File: src/rtl/debug_coprocessor.vh
// rtl/debug_coprocessor.vh - shared widths and FSM state indices for the debug coprocessor
// Define DEBUG_CONSOLE_EN on the build command line to compile in the console path.
`ifndef DEBUG_COPROCESSOR_VH
`define DEBUG_COPROCESSOR_VH

`define DEBUG_DATA_WIDTH        8
`define DEBUG_ACK_PAYLOAD_BITS  32

`define DEBUG_S_IDLE_IDX          0
`define DEBUG_S_REPLY_START_IDX   1
`define DEBUG_S_REPLY_ACTIVE_IDX  2
`define DEBUG_S_CON_TX_IDX        3
`define DEBUG_S_CON_WAIT_IDX      4

`endif

File: src/rtl/debug_tx_scheduler_pkg.sv
// rtl/debug_tx_scheduler_pkg.sv - types and constants shared by the TX scheduler files
`include "debug_coprocessor.vh"

package debug_tx_scheduler_pkg;

   localparam int DATA_W    = `DEBUG_DATA_WIDTH;
   localparam int PAYLOAD_W = `DEBUG_ACK_PAYLOAD_BITS;

   // One-hot encoding built from the shared state indices.
   typedef enum logic [4:0] {
      S_IDLE         = 5'(1 << `DEBUG_S_IDLE_IDX),
      S_REPLY_START  = 5'(1 << `DEBUG_S_REPLY_START_IDX),
      S_REPLY_ACTIVE = 5'(1 << `DEBUG_S_REPLY_ACTIVE_IDX),
      S_CON_TX       = 5'(1 << `DEBUG_S_CON_TX_IDX),
      S_CON_WAIT     = 5'(1 << `DEBUG_S_CON_WAIT_IDX)
   } sched_state_t;

endpackage

File: src/rtl/debug_console_fifo.sv
// rtl/debug_console_fifo.sv - synchronous console byte FIFO with count, full and empty
`include "debug_coprocessor.vh"

module debug_console_fifo #(
   parameter int DEPTH = 16,
   parameter int WIDTH = 8,
   parameter int AW    = $clog2(DEPTH),
   parameter int CW    = $clog2(DEPTH + 1)
) (
   input  logic             clk,
   input  logic             reset_n,
   input  logic             push,
   input  logic [WIDTH-1:0] push_data,
   input  logic             pop,
   output logic [WIDTH-1:0] pop_data,
   output logic [CW-1:0]    count,
   output logic             full,
   output logic             empty
);

   logic [WIDTH-1:0] mem [DEPTH];
   logic [AW-1:0]    wr_ptr;
   logic [AW-1:0]    rd_ptr;
   logic             push_ok;
   logic             pop_ok;

   assign full     = (count == CW'(DEPTH));
   assign empty    = (count == '0);
   assign push_ok  = push && !full;
   assign pop_ok   = pop && !empty;
   assign pop_data = mem[rd_ptr];

   always_ff @(posedge clk) begin
      if (push_ok) begin
         mem[wr_ptr] <= push_data;
      end
   end

   // DEPTH is a power of two, so the pointers wrap by plain overflow.
   always_ff @(posedge clk or negedge reset_n) begin
      if (!reset_n) begin
         wr_ptr <= '0;
         rd_ptr <= '0;
         count  <= '0;
      end else begin
         if (push_ok) begin
            wr_ptr <= wr_ptr + AW'(1);
         end
         if (pop_ok) begin
            rd_ptr <= rd_ptr + AW'(1);
         end
         case ({push_ok, pop_ok})
            2'b10:   count <= count + CW'(1);
            2'b01:   count <= count - CW'(1);
            default: count <= count;
         endcase
      end
   end

endmodule

File: src/rtl/debug_tx_scheduler.sv
// rtl/debug_tx_scheduler.sv - shares the OCD UART TX between reply frames and console bytes (DEBUG_CONSOLE_EN adds the console path)
`include "debug_coprocessor.vh"

module debug_tx_scheduler
   import debug_tx_scheduler_pkg::*;
#(
   parameter int CONSOLE_FIFO_DEPTH = 16
) (
   input  logic                               clk,
   input  logic                               reset_n,
   input  logic                               reply_req,
   input  logic [`DEBUG_ACK_PAYLOAD_BITS-1:0] req_payload,
   output logic                               reply_enable_out,
   output logic [`DEBUG_ACK_PAYLOAD_BITS-1:0] reply_payload,
   input  logic                               reply_start_tx,
   input  logic [`DEBUG_DATA_WIDTH-1:0]       reply_data,
   output logic                               reply_tx_done,
   input  logic                               reply_done,
   input  logic                               console_valid,
   input  logic [`DEBUG_DATA_WIDTH-1:0]       console_data,
   output logic                               console_ready,
   output logic                               uart_start_tx,
   output logic [`DEBUG_DATA_WIDTH-1:0]       uart_data_out,
   input  logic                               uart_tx_done,
   output logic                               reply_overrun
);

   sched_state_t        state;
   sched_state_t        next_state;
   logic                pending;
   logic                last_was_reply;
   logic                fifo_empty;
   logic [DATA_W-1:0]   fifo_head;

`ifdef DEBUG_CONSOLE_EN
   localparam int CNT_W = $clog2(CONSOLE_FIFO_DEPTH + 1);

   logic             fifo_full;
   logic             fifo_pop;
   logic [CNT_W-1:0] unused_fifo_count;

   assign console_ready = !fifo_full;
   assign fifo_pop      = (state == S_CON_WAIT) && uart_tx_done;

   debug_console_fifo #(
      .DEPTH (CONSOLE_FIFO_DEPTH),
      .WIDTH (DATA_W)
   ) u_console_fifo (
      .clk       (clk),
      .reset_n   (reset_n),
      .push      (console_valid && console_ready),
      .push_data (console_data),
      .pop       (fifo_pop),
      .pop_data  (fifo_head),
      .count     (unused_fifo_count),
      .full      (fifo_full),
      .empty     (fifo_empty)
   );
`else
   logic unused_console;

   assign console_ready  = 1'b0;
   assign fifo_empty     = 1'b1;
   assign fifo_head      = '0;
   assign unused_console = ^{console_valid, console_data, CONSOLE_FIFO_DEPTH[0]};
`endif

   // A request is taken only into an empty slot; anything else is an overrun.
   always_ff @(posedge clk or negedge reset_n) begin
      if (!reset_n) begin
         pending        <= 1'b0;
         reply_payload  <= '0;
         reply_overrun  <= 1'b0;
         last_was_reply <= 1'b0;
      end else begin
         if (reply_req && !pending) begin
            pending       <= 1'b1;
            reply_payload <= req_payload;
         end else if (state == S_REPLY_START) begin
            pending <= 1'b0;
         end
         if (reply_req && pending) begin
            reply_overrun <= 1'b1;
         end
         if (state == S_REPLY_START) begin
            last_was_reply <= 1'b1;
         end else if ((state == S_CON_WAIT) && uart_tx_done) begin
            last_was_reply <= 1'b0;
         end
      end
   end

   always_ff @(posedge clk or negedge reset_n) begin
      if (!reset_n) begin
         state <= S_IDLE;
      end else begin
         state <= next_state;
      end
   end

   always_comb begin
      next_state = state;
      case (state)
         S_IDLE: begin
            if (pending && !fifo_empty) begin
               next_state = last_was_reply ? S_CON_TX : S_REPLY_START;
            end else if (pending) begin
               next_state = S_REPLY_START;
            end else if (!fifo_empty) begin
               next_state = S_CON_TX;
            end
         end
         S_REPLY_START:  next_state = S_REPLY_ACTIVE;
         S_REPLY_ACTIVE: if (reply_done) next_state = S_IDLE;
         S_CON_TX:       next_state = S_CON_WAIT;
         S_CON_WAIT:     if (uart_tx_done) next_state = S_IDLE;
         default:        next_state = S_IDLE;
      endcase
   end

   // UART mux: purely a function of the registered state, no added latency.
   always_comb begin
      reply_enable_out = 1'b0;
      reply_tx_done    = 1'b0;
      uart_start_tx    = 1'b0;
      uart_data_out    = '0;
      case (state)
         S_REPLY_START: begin
            reply_enable_out = 1'b1;
         end
         S_REPLY_ACTIVE: begin
            uart_start_tx = reply_start_tx;
            uart_data_out = reply_data;
            reply_tx_done = uart_tx_done;
         end
         S_CON_TX: begin
            uart_start_tx = 1'b1;
            uart_data_out = fifo_head;
         end
         S_CON_WAIT: begin
            uart_data_out = fifo_head;
         end
         default: begin
            reply_enable_out = 1'b0;
         end
      endcase
   end

endmodule

File: config.mk
export PLATFORM = sky130hd
export DESIGN_NAME = debug_tx_scheduler
export DESIGN_NICKNAME = d
export VERILOG_FILES = /design/src/rtl/debug_tx_scheduler_pkg.sv /design/src/rtl/debug_console_fifo.sv /design/src/rtl/debug_tx_scheduler.sv
export VERILOG_INCLUDE_DIRS = /design/src /design/src/rtl
export SDC_FILE = /design/constraint.sdc
export NUM_CORES = 1
export LEC_CHECK = 0
export BUFFER_PORTS_ARGS = -buffer_cell sky130_fd_sc_hd__buf_4
export CORE_ASPECT_RATIO = 0.5
export CORE_UTILIZATION = 44
export CTS_CLUSTER_DIAMETER = 80
export DETAILED_ROUTE_END_ITERATION = 10
export PLACE_DENSITY = 0.93
export SYNTH_ARGS = -nofsm -noshare
export SYNTH_HDL_FRONTEND = slang
export SYNTH_HIERARCHICAL = 1
export SYNTH_SLANG_ARGS = --single-unit
File: constraint.sdc
create_clock -name clk -period 3.6 [get_ports clk]
set_input_delay 0.18 -clock clk [delete_from_list [all_inputs] [get_ports clk]]
set_output_delay 0.18 -clock clk [all_outputs]
set_load 0.03 [all_outputs]
Yosys cells after proc, flatten, opt, wreduce, memory -nomap -nowiden
Cells that the tools add are included.
{ "word_totals": {"register_bits": 39, "wordCells": 27} }
{ "op_classes": {"n_eq_ne": 8, "mux": 10, "n_reduce_logical": 5} }
{ "ops": {"columns": ["operator", "count"], "rows": [
  ["5-bit case mux with 5 select lines", 1],
  ["5-bit 2-to-1 mux", 3],
  ["8-bit 2-to-1 mux", 1],
  ["2-bit inequality test (second input constant)", 3],
  ["5-bit by 1-bit equality test with 1-bit output (second input constant)", 1],
  ["5-bit by 2-bit equality test with 1-bit output (second input constant)", 1],
  ["5-bit by 3-bit equality test with 1-bit output (second input constant)", 1],
  ["5-bit by 4-bit equality test with 1-bit output (second input constant)", 1],
  ["5-bit equality test (second input constant)", 1],
  ["1-bit 2-to-1 mux", 4],
  ["3-bit AND reduction", 1],
  ["1-bit logical AND", 2],
  ["1-bit case mux with 2 select lines", 1],
  ["2-bit nonzero test", 1],
  ["1-bit zero test", 1]
]} }

Logic depth before layout (Yosys ltp)
Gate-level depths: netlist of run 1.
{ "depth": {"depth_word": 3, "ltp_mapped": 4, "mapped_depth_nobuf": 3} }

Worst setup path before layout of run 1
No wires, ideal clock.
{ "synth_timing": {"path_kind": "reg-to-reg", "startpoint": "register pending", "endpoint": "register reply_payload[10]", "arrival_time_ps": 1103, "path_slack_ps": 2372, "path_stages_with_launch": 5, "n_path_buf": 2, "cell_sequence": "dfrtp_1 -> nor2b_1 -> buf_6 -> buf_6 -> mux2_2"} }
{ "synth_via": {"elab_chain_len": 2} }
{ "synth_lines": {"columns": ["element", "line_no", "text"], "rows": [
  ["start, declared", "debug_tx_scheduler.sv:30", "logic pending;"],
  ["start signal, assigned", "debug_tx_scheduler.sv:71", "pending <= 1'b0;"],
  ["start signal, assigned", "debug_tx_scheduler.sv:77", "pending <= 1'b1;"],
  ["start signal, assigned", "debug_tx_scheduler.sv:80", "pending <= 1'b0;"],
  ["1-bit zero test", "debug_tx_scheduler.sv:76", "if (reply_req && !pending) begin"],
  ["1-bit logical AND", "debug_tx_scheduler.sv:76", null],
  ["end signal, assigned", "debug_tx_scheduler.sv:78", "reply_payload <= req_payload;"],
  ["end, declared", "debug_tx_scheduler.sv:14", "output logic [`DEBUG_ACK_PAYLOAD_BITS-1:0] reply_payload,"]
]} }
Every way passes these cells.
A chain may end at the register's enable or synchronous reset.

Worst setup path in the final report of run 1
{ "layout_timing": {"startpoint": "register pending", "endpoint": "register reply_payload[26]"} }
Same word-level chain as after synthesis.

==> impl_metrics.json, run 1 <==
{
  "crit_required_ns": 3.76,
  "antenna_found_initial": 0,
  "syn-num-nets": 150,
  "wire_per_inst_um": 15.7,
  "tns_ns": 0,
  "final_cell_mix": "buf_4, dfrtp_1, mux2_2",
  "synth_cells": 95,
  "r2r_slack_ns": 1.66,
  "clock.fmax_ghz": 0.517,
  "r2r-start": "pending",
  "totalWireLength_mm": 3.59,
  "min_path_cells": 2,
  "fin_crit_sh": 0.538,
  "dieHeight_um": 43.2,
  "grt_max_degree": 38,
  "rsz0062_at_grt": "false",
  "n_antenna_cell": 0,
  "drv_cap": 0,
  "synth_cell_types": 17,
  "skew_ns": 0.00655,
  "drive_above_1_share": 0.698,
  "drt_iter0_drc": 59,
  "synth_top_family_by_area": "multiplexers",
  "synth-xor-area-share": 0,
  "ys_seq_area_frac": 0.622,
  "ios": 100,
  "path_class": "flip-flop to flip-flop",
  "endpoint_kind": "flip-flop",
  "synth_fa_ha_area_frac": 0,
  "first_global_vias": 1218,
  "synthTopCellsByArea": "dfrtp_1, mux2_2, and2_1",
  "drt-pass1-iter-count": 7,
  "power_leakage_nw": 1.13,
  "cts_tree": "yes",
  "synth_top_area_cell": "dfrtp_1",
  "h-tree-depth": 2,
  "synth_area_um2": 1490,
  "synth.avg_cell_area_um2": 15.7,
  "dpl.hpwl_mm": 2.60,
  "fin_ws_ns": 1.66,
  "tightest_slew_ns": 0.713,
  "cts.clk_slew.worst_paths_ns": 0.07,
  "holdPathEnd": "reply_overrun",
  "hp-class": "input pin to flip-flop",
  "vias": 1086,
  "hold_buffers": 1,
  "cts_buffer_depth": 2,
  "cts_resized": 0,
  "fin_nets": 243,
  "cp.arrival_ns": 2.10,
  "synth_mux_area_frac": 0.247,
  "fin_crit_ns": 1.94,
  "min_from": "reply_req",
  "gp_congestion": 0.716,
  "synth-compound-area-share": 0.0101,
  "core_area_um2": 3120,
  "setup_viol": 0,
  "port-buffer-count": 89,
  "synth.top_cell.area_share": 0.604,
  "max_slew_margin": 0.522,
  "status": "finished with violations",
  "drtAntennaViolNets": 0,
  "report.final.slew_viol_count": 0,
  "path_max_fanout": 20,
  "r2r_end": "reply_payload[26]",
  "failed_checks": "design-rule violations",
  "layout_commonest_cell": "buf_4",
  "routed_via_density": 4.74,
  "hold_viol": 0,
  "core.rowCount": 14,
  "area.growth.synth_to_final_pct": 53.8,
  "place_ws_ns": 1.69,
  "powerDensity_nw_per_um2": 959,
  "dieArea_um2": 3640,
  "start_kind": "flip-flop",
  "grt_pass1_wl_mm": 6.06,
  "cts_made_buffers": 5,
  "clock_latency_ns": 0.29,
  "cts_root_buffer": "clkbuf_8",
  "drc": 7,
  "initial_core_util": 0.478,
  "die_w_um": 84.3,
  "ir_worst_vdd_mv": 0.584,
  "yosys.area_share.simple": 0.0814,
  "cts.sinks": 37,
  "cts_setup_buffers": 0,
  "track_usage": 0.226,
  "synth_seq_cells": 37,
  "ys_warn_count": 6,
  "overflow": 0,
  "ff2ff_path_depth": 3
}
-- Yosys cell counts --
library cell	count
a21o_1	2
and2_1	10
buf_4	1
buf_6	4
conb_1	1
dfrtp_1	36
dfstp_2	1
inv_1	1
mux2_2	30
mux2_4	2
nand2_1	1
nor2b_1	1
nor3b_1	1
nor3b_2	1
nor4bb_1	1
or3b_1	1
or4b_1	1
-- cell type report --
cell class                 instances  area (um^2)
multi-input combinational         52          510
clock inverter                     1         30.0
inverter                           1         3.75
timing repair buffer              91          686
sequential                        37          927
fill                             213          825
clock buffer                       7         86.3
tap                               40         50.0
-- state kept, by name, indices dropped and copies added, names as in the netlist --
signal,cells
reply_payload,32
reply_overrun,1
state,3
pending,1
-- kinds of logic (layout without fill, tap and decap cells) --
| group | Yosys count | after routing |
|---|---|---|
| AO/OA/AOI/OAI | 2 | 2 |
| buffers and inverters | 6 | 100 |
| flip-flops | 37 | 37 |
| multiplexers | 32 | 32 |
| other | 1 | 1 |
| AND/OR/NAND/NOR | 17 | 17 |
-- worst max-delay path by stage --
stage	from	end	slack (ns)	cells past startpoint
6_report	pending	reply_payload[26]	1.66	3
5_1_grt	pending	reply_payload[26]	1.52	3
4_1_cts	pending	reply_payload[26]	1.65	3
3_5_place_dp	pending	reply_payload[17]	1.69	3
3_3_place_gp	pending	reply_payload[19]	1.74	3
2_1_floorplan	pending	reply_payload[10]	2.37	4
-- per-stage QoR --
stage           util  cell area (um^2)  hold WS [ns]  cells  power, mW
3_5_place_dp   0.695              2170         0.165    220       1.83
2_1_floorplan      -              1490        -0.116     95       1.42
4_1_cts        0.736              2290         0.109    229       2.22
6_report       0.736              2290         0.117    229       2.20
5_1_grt        0.736              2290         0.115    229       2.30
3_3_place_gp   0.695              2170         0.160    220       1.79
-- worst max-delay path, cell delays in order (launching register included) --
cell	delay, ns
dfrtp_1	0.42
nor2b_2	0.59
buf_4	0.40
mux2_2	0.39
-- per-layer routing --
layer  vias to the layer above  wire, um  track usage
met5                         -         0            0
met4                         0        51        0.102
met3                         6       120       0.0545
met2                        29      2110        0.430
met1                       543      1310        0.245
li1                        508         -            -
-- report_power, final --
| group | switching [mW] | internal [mW] |
|---|---|---|
| Combinational | 0.608 | 0.475 |
| Clock | 0.145 | 0.226 |
| Sequential | 0.122 | 0.625 |
Note: power is estimated with default switching activity, not from simulation.
==> run 2, diff against run 1 <==
- CORE_UTILIZATION: 44 -> 37
- PLACE_DENSITY: 0.93 -> 0.84
- clock period: 3.6 -> 1.6 ns (I/O delays scaled with it)
==> run 2 against run 1 <==
The run now ends clean. First-iteration DRC count down 56%. Cell count grew 4.8%. Register-to-register slack got worse by 1.4 ns. Clock power rose by 74%. Clock skew fell by 0.0029 ns. Power is 120% higher. Setup slack got worse by 1.5 ns. Highest routed layer unchanged.
==> impl_metrics.json, run 2 (synthesis gave the netlist of run 1 again) <==
{
  "status": "completed",
  "skew_ns": 0.00363,
  "die_w_um": 91.8,
  "cts_made_buffers": 5,
  "cp_slowest_cell": "dfrtp_1",
  "report.final.slew_viol_count": 0,
  "power.total_mw": 4.76,
  "path_class": "flip-flop to output pin",
  "hold_viol": 0,
  "vias": 1070,
  "core_area_um2": 3640,
  "clock_latency_ns": 0.28,
  "track_usage": 0.153,
  "layout_commonest_cell": "buf_4",
  "multi_input_area_um2": 522,
  "regMostFlops": "reply_payload",
  "drive_above_1_share": 0.698,
  "cp.buffers_inverters": 2,
  "routed_via_density": 4.46,
  "power_leakage_nw": 1.14,
  "drc": 0,
  "powerDensity_nw_per_um2": 2060,
  "n_antenna_cell": 0,
  "fin_crit_ns": 1.44,
  "ir_worst_vdd_mv": 0.960,
  "cts.sinks": 37,
  "initial_core_util": 0.410,
  "fin_nets": 244,
  "h-tree-depth": 2,
  "area.growth.synth_to_final_pct": 54.8,
  "dieHeight_um": 46.9,
  "place_area_um2": 2210,
  "r2r_slack_ns": 0.23,
  "n_fill_cell": 289,
  "grt_max_degree": 38,
  "postLayoutCellArea_um2": 2310,
  "path_cells": "or3b_1 -> inv_1 -> buf_4",
  "cts_root_buffer": "clkbuf_8",
  "cp_top_family": "flip-flops",
  "wire_per_inst_um": 13.6,
  "drv_cap": 0,
  "setup_viol": 0,
  "core.rowCount": 15,
  "cts_buffer_depth": 2,
  "cp.arrival_ns": 1.36,
  "final-seq-area_um2": 927,
  "dpl.hpwl_mm": 2.39,
  "tns_ns": 0,
  "totalWireLength_mm": 3.27,
  "top_regs": "reply_payload x32, state x3",
  "clock.fmax_ghz": 0.694,
  "drtAntennaViolNets": 0,
  "path_max_fanout": 4,
  "first_global_vias": 1069,
  "fin_crit_sh": 0.900,
  "drt-pass1-iter-count": 2,
  "gp_congestion": 0.718,
  "start_kind": "flip-flop",
  "met1_usage": 0.162,
  "grt.busiest_layer": "met2",
  "final_cell_mix": "buf_4, dfrtp_1, mux2_2",
  "cts_setup_buffers": 0,
  "overflow": 0,
  "largest_reg_flops": 32,
  "port-buffer-count": 89,
  "antenna_found_initial": 0,
  "rsz0062_at_grt": "false",
  "met3_usage": 0.0307,
  "cts_tree": "yes",
  "ios": 100,
  "grt_util_met2": 0.307,
  "hp-class": "input pin to flip-flop",
  "grt_pass1_wl_mm": 4.82,
  "dieArea_um2": 4300,
  "endpoint_kind": "output pin",
  "crit_required_ns": 1.52,
  "cp_slowest_stage_delay_ns": 0.42,
  "drt_iter0_drc": 26,
  "cts.clk_slew.worst_paths_ns": 0.07
}
[run 2: cell types whose count changed in the layout (fill, tap and decap cells not counted)]
cell       delta
buf_12        +1
bufinv_16     -1
nor2b_2       -1
nor2b_4       +1
nor3b_2       -1
nor3b_4       +1
[run 2: layer usage]
metal / wire length, um / vias to the layer above
met3: 74 / 2
met4: 27 / 0
met1: 1280 / 541
li1: - / 507
met5: 0 / -
met2: 1890 / 20
[run 2: final timing paths]
| check | start | end | depth (start not counted) |
|---|---|---|---|
| min in group asynchronous | reset_n | reply_payload[7] | 2 |
| worst max register to register | pending | reply_payload[29] | 3 |
| max in group asynchronous | reset_n | state[0] | 2 |
| worst max-delay path | state[1] | reply_enable_out | 3 |
| worst min register to register | reply_overrun | reply_overrun | 1 |
| worst min-delay path | reply_req | reply_overrun | 2 |
[run 2: layout make-up]
| class | count | share of cell area |
|---|---|---|
| flip-flops and latches | 37 | 0.402 |
| clock buffers | 7 | 0.0374 |
| multi-input cells | 52 | 0.226 |
| well taps | 51 | 0.0276 |
| repair buffers | 92 | 0.306 |
| inverters | 1 | 0.00163 |
[run 2: worst register-to-register path, delay by kind of cell, from the launching register on]
kind / cells / cell delay [ns]
simple gates: 1 / 0.26
mux: 1 / 0.36
flops: 1 / 0.43
buf+inv: 1 / 0.21
[run 2: where the power goes]
| group | internal (mW) | switching (mW) |
|---|---|---|
| clock network | 0.342 | 0.303 |
| registers | 1.41 | 0.261 |
| logic | 1.10 | 1.35 |
| total | 2.85 | 1.91 |
[run 2: what timing repair did]
item | in CTS | in global routing
resized for setup | 0 | 1
endpoints found under the hold margin | 36 | 0
hold buffers | 1 | 0
endpoints found under the setup margin | 0 | 5
[run 2: stage by stage]
step                 util  instances  worst slack, ns  hold slack, ns
floorplan               -         95            0.372          -0.216
global placement    0.606        232            0.255          0.0605
detailed placement  0.606        232            0.220          0.0695
CTS                 0.632        240           0.0667          0.0118
global route        0.634        240           0.0854         0.00932
finish              0.634        240            0.160          0.0210
==> run 3, diff against run 2 <==
- SETUP_SLACK_MARGIN: default -> 0.4
==> run 3 against run 2 <==
Die area unchanged. Maximum frequency decreased by 1.7%. Core utilization increased by 12 points. Cell count increased by 8.3%. Register-to-register slack about the same. Design area increased by 19%. Clock-buffer cell count decreased by 1. Power increased by 17%. Routed wire length increased by 43%. Sequential power increased by 4%. Critical path type unchanged. Critical endpoint is now uart_data_out[1]. Largest power group unchanged. Highest routed layer unchanged.
==> impl_metrics.json, run 3 (synthesis gave the netlist of run 1 again) <==
{
  "switching_share": 0.397,
  "vias": 1234,
  "final_cell_mix": "buf_4, dfrtp_1, mux2_4",
  "wire_per_inst_um": 18.0,
  "cp.buffers_inverters": 1,
  "min_from": "req_payload[9]",
  "cp.arrival_ns": 1.38,
  "p_clk_frac": 0.115,
  "p_switching_mw": 2.22,
  "cts_tree": "yes",
  "final-seq-area_um2": 930,
  "drt-pass1-iter-count": 4,
  "grt_max_degree": 38,
  "cts.clk_slew.worst_paths_ns": 0.08,
  "drtAntennaViolNets": 0,
  "ff2ff_path_depth": 3,
  "die_w_um": 91.8,
  "path_cells": "nor3b_4 -> and2_1 -> buf_6",
  "initial_core_util": 0.410,
  "drv_cap": 0,
  "clock.fmax_ghz": 0.683,
  "seqPwrFrac": 0.311,
  "cp_slowest_cell": "dfrtp_2",
  "drive_above_1_share": 0.770,
  "cts_buffer_depth": 2,
  "r2r_end": "state[0]",
  "crit_required_ns": 1.52,
  "path_class": "flip-flop to output pin",
  "first_global_vias": 1202,
  "tns_ns": 0,
  "critPathCapture": "uart_data_out[1]",
  "fin_crit_sh": 0.915,
  "cp_num_cells": 3,
  "track_usage": 0.186,
  "ir_worst_vdd_mv": 1.10,
  "p_int_mw": 3.37,
  "cp_slowest_stage_delay_ns": 0.46,
  "setup_viol": 0,
  "cts.sinks": 37,
  "n_antenna_cell": 0,
  "dieHeight_um": 46.9,
  "skew_ns": 0.00428,
  "area.growth.synth_to_final_pct": 83.5,
  "fin_crit_ns": 1.46,
  "dpl.hpwl_mm": 2.52,
  "drc": 0,
  "start_kind": "flip-flop",
  "multi_input_area_um2": 669,
  "antenna_found_initial": 0,
  "status": "completed",
  "hp-class": "input pin to flip-flop",
  "gp_congestion": 0.711,
  "cts_made_buffers": 5,
  "largest_reg_flops": 32,
  "cp_top_family": "simple AND/OR/NAND/NOR gates",
  "core.rowCount": 15,
  "routed_via_density": 4.75,
  "cts_root_buffer": "clkbuf_8",
  "rsz0062_at_grt": "true",
  "overflow": 0,
  "layout_commonest_cell": "buf_4",
  "power_leakage_nw": 1.38,
  "endpoint_kind": "output pin",
  "fin_nets": 263,
  "core_area_um2": 3640,
  "path_max_fanout": 5,
  "r2r-start": "state[1]",
  "h-tree-depth": 2,
  "r2r_slack_ns": 0.24,
  "regMostFlops": "reply_payload",
  "n_fill_cell": 225,
  "powerDensity_nw_per_um2": 2040,
  "totalWireLength_mm": 4.68,
  "place_area_um2": 2200,
  "dieArea_um2": 4300,
  "ios": 100,
  "grt_pass1_wl_mm": 5.85,
  "combPwrFrac": 0.574,
  "port-buffer-count": 89,
  "report.final.slew_viol_count": 0,
  "hold_viol": 0,
  "drt_iter0_drc": 22,
  "startpoint": "state[1]",
  "postLayoutCellArea_um2": 2740,
  "clock_latency_ns": 0.29,
  "top_regs": "reply_payload x32, state x3"
}
==> run 3: cell types whose count changed in the layout (fill, tap and decap cells not counted), sizes merged <==
cell    delta
buf       +16
clkinv     +2
clkbuf     +1
nor3b      +1
==> run 3: worst register-to-register path: cells and delay by family (launching register included) <==
family / cells / cell delay, ns
AND/OR/NAND/NOR: 2 / 0.68
buffers and inverters: 1 / 0.16
flip-flops: 1 / 0.46
==> run 3: worst min path at each step <==
stage | slack (ns) | cells past startpoint | end
after floorplan | -0.22 | 0 | pending
after detailed placement | 0.06 | 1 | reply_payload[15]
final | 0.02 | 2 | reply_payload[9]
after global placement | 0.06 | 1 | reply_payload[7]
after global routing | 0.008 | 2 | reply_payload[9]
after CTS | 0.009 | 2 | reply_payload[9]
==> run 3: power by group through the flow <==
stage          logic, mW  clock network (mW)  registers (mW)
2_1_floorplan      0.725                   0            2.48
3_3_place_gp        2.41                   0            1.65
3_5_place_dp        2.46                   0            1.68
4_1_cts             2.70               0.647            1.69
5_1_grt             3.34               0.697            1.79
6_report            3.21               0.640            1.74
==> run 3: metal layers <==
layer | vias up | wire, um | GRT usage
li1 | 553 | - | -
met3 | 13 | 157 | 0.0421
met5 | - | 0 | 0
met1 | 638 | 1920 | 0.210
met2 | 30 | 2480 | 0.358
met4 | 0 | 120 | 0.0844
==> run 3: area by class of cell <==
cell class	count	share of cell area
timing repair buffer	110	0.361
inverter	1	0.00137
clock inverter	2	0.00366
multi-input combinational	53	0.245
clock buffer	6	0.0265
sequential	37	0.340
tap	51	0.0233
==> run 3: through the flow <==
step,util,setup slack (ns),hold slack [ns],std cells,power (mW)
final,0.752,0.135,0.0166,260,5.59
after global routing,0.752,0.107,0.00751,260,5.83
after CTS,0.677,0.195,0.00870,251,5.04
after detailed placement,0.604,0.255,0.0640,232,4.15
after global placement,0.604,0.282,0.0639,232,4.06
after floorplan,-,0.372,-0.216,95,3.21
==> run 3: timing repair <==
| item | in CTS | in global routing |
|---|---|---|
| pin swaps | 1 | 6 |
| endpoints found under the setup margin | 43 | 46 |
| gates cloned | 3 | 2 |
| setup buffers | 7 | 7 |
| hold buffers | 1 | 0 |
| resized for setup | 17 | 46 |
| hold endpoints to repair | 36 | 0 |
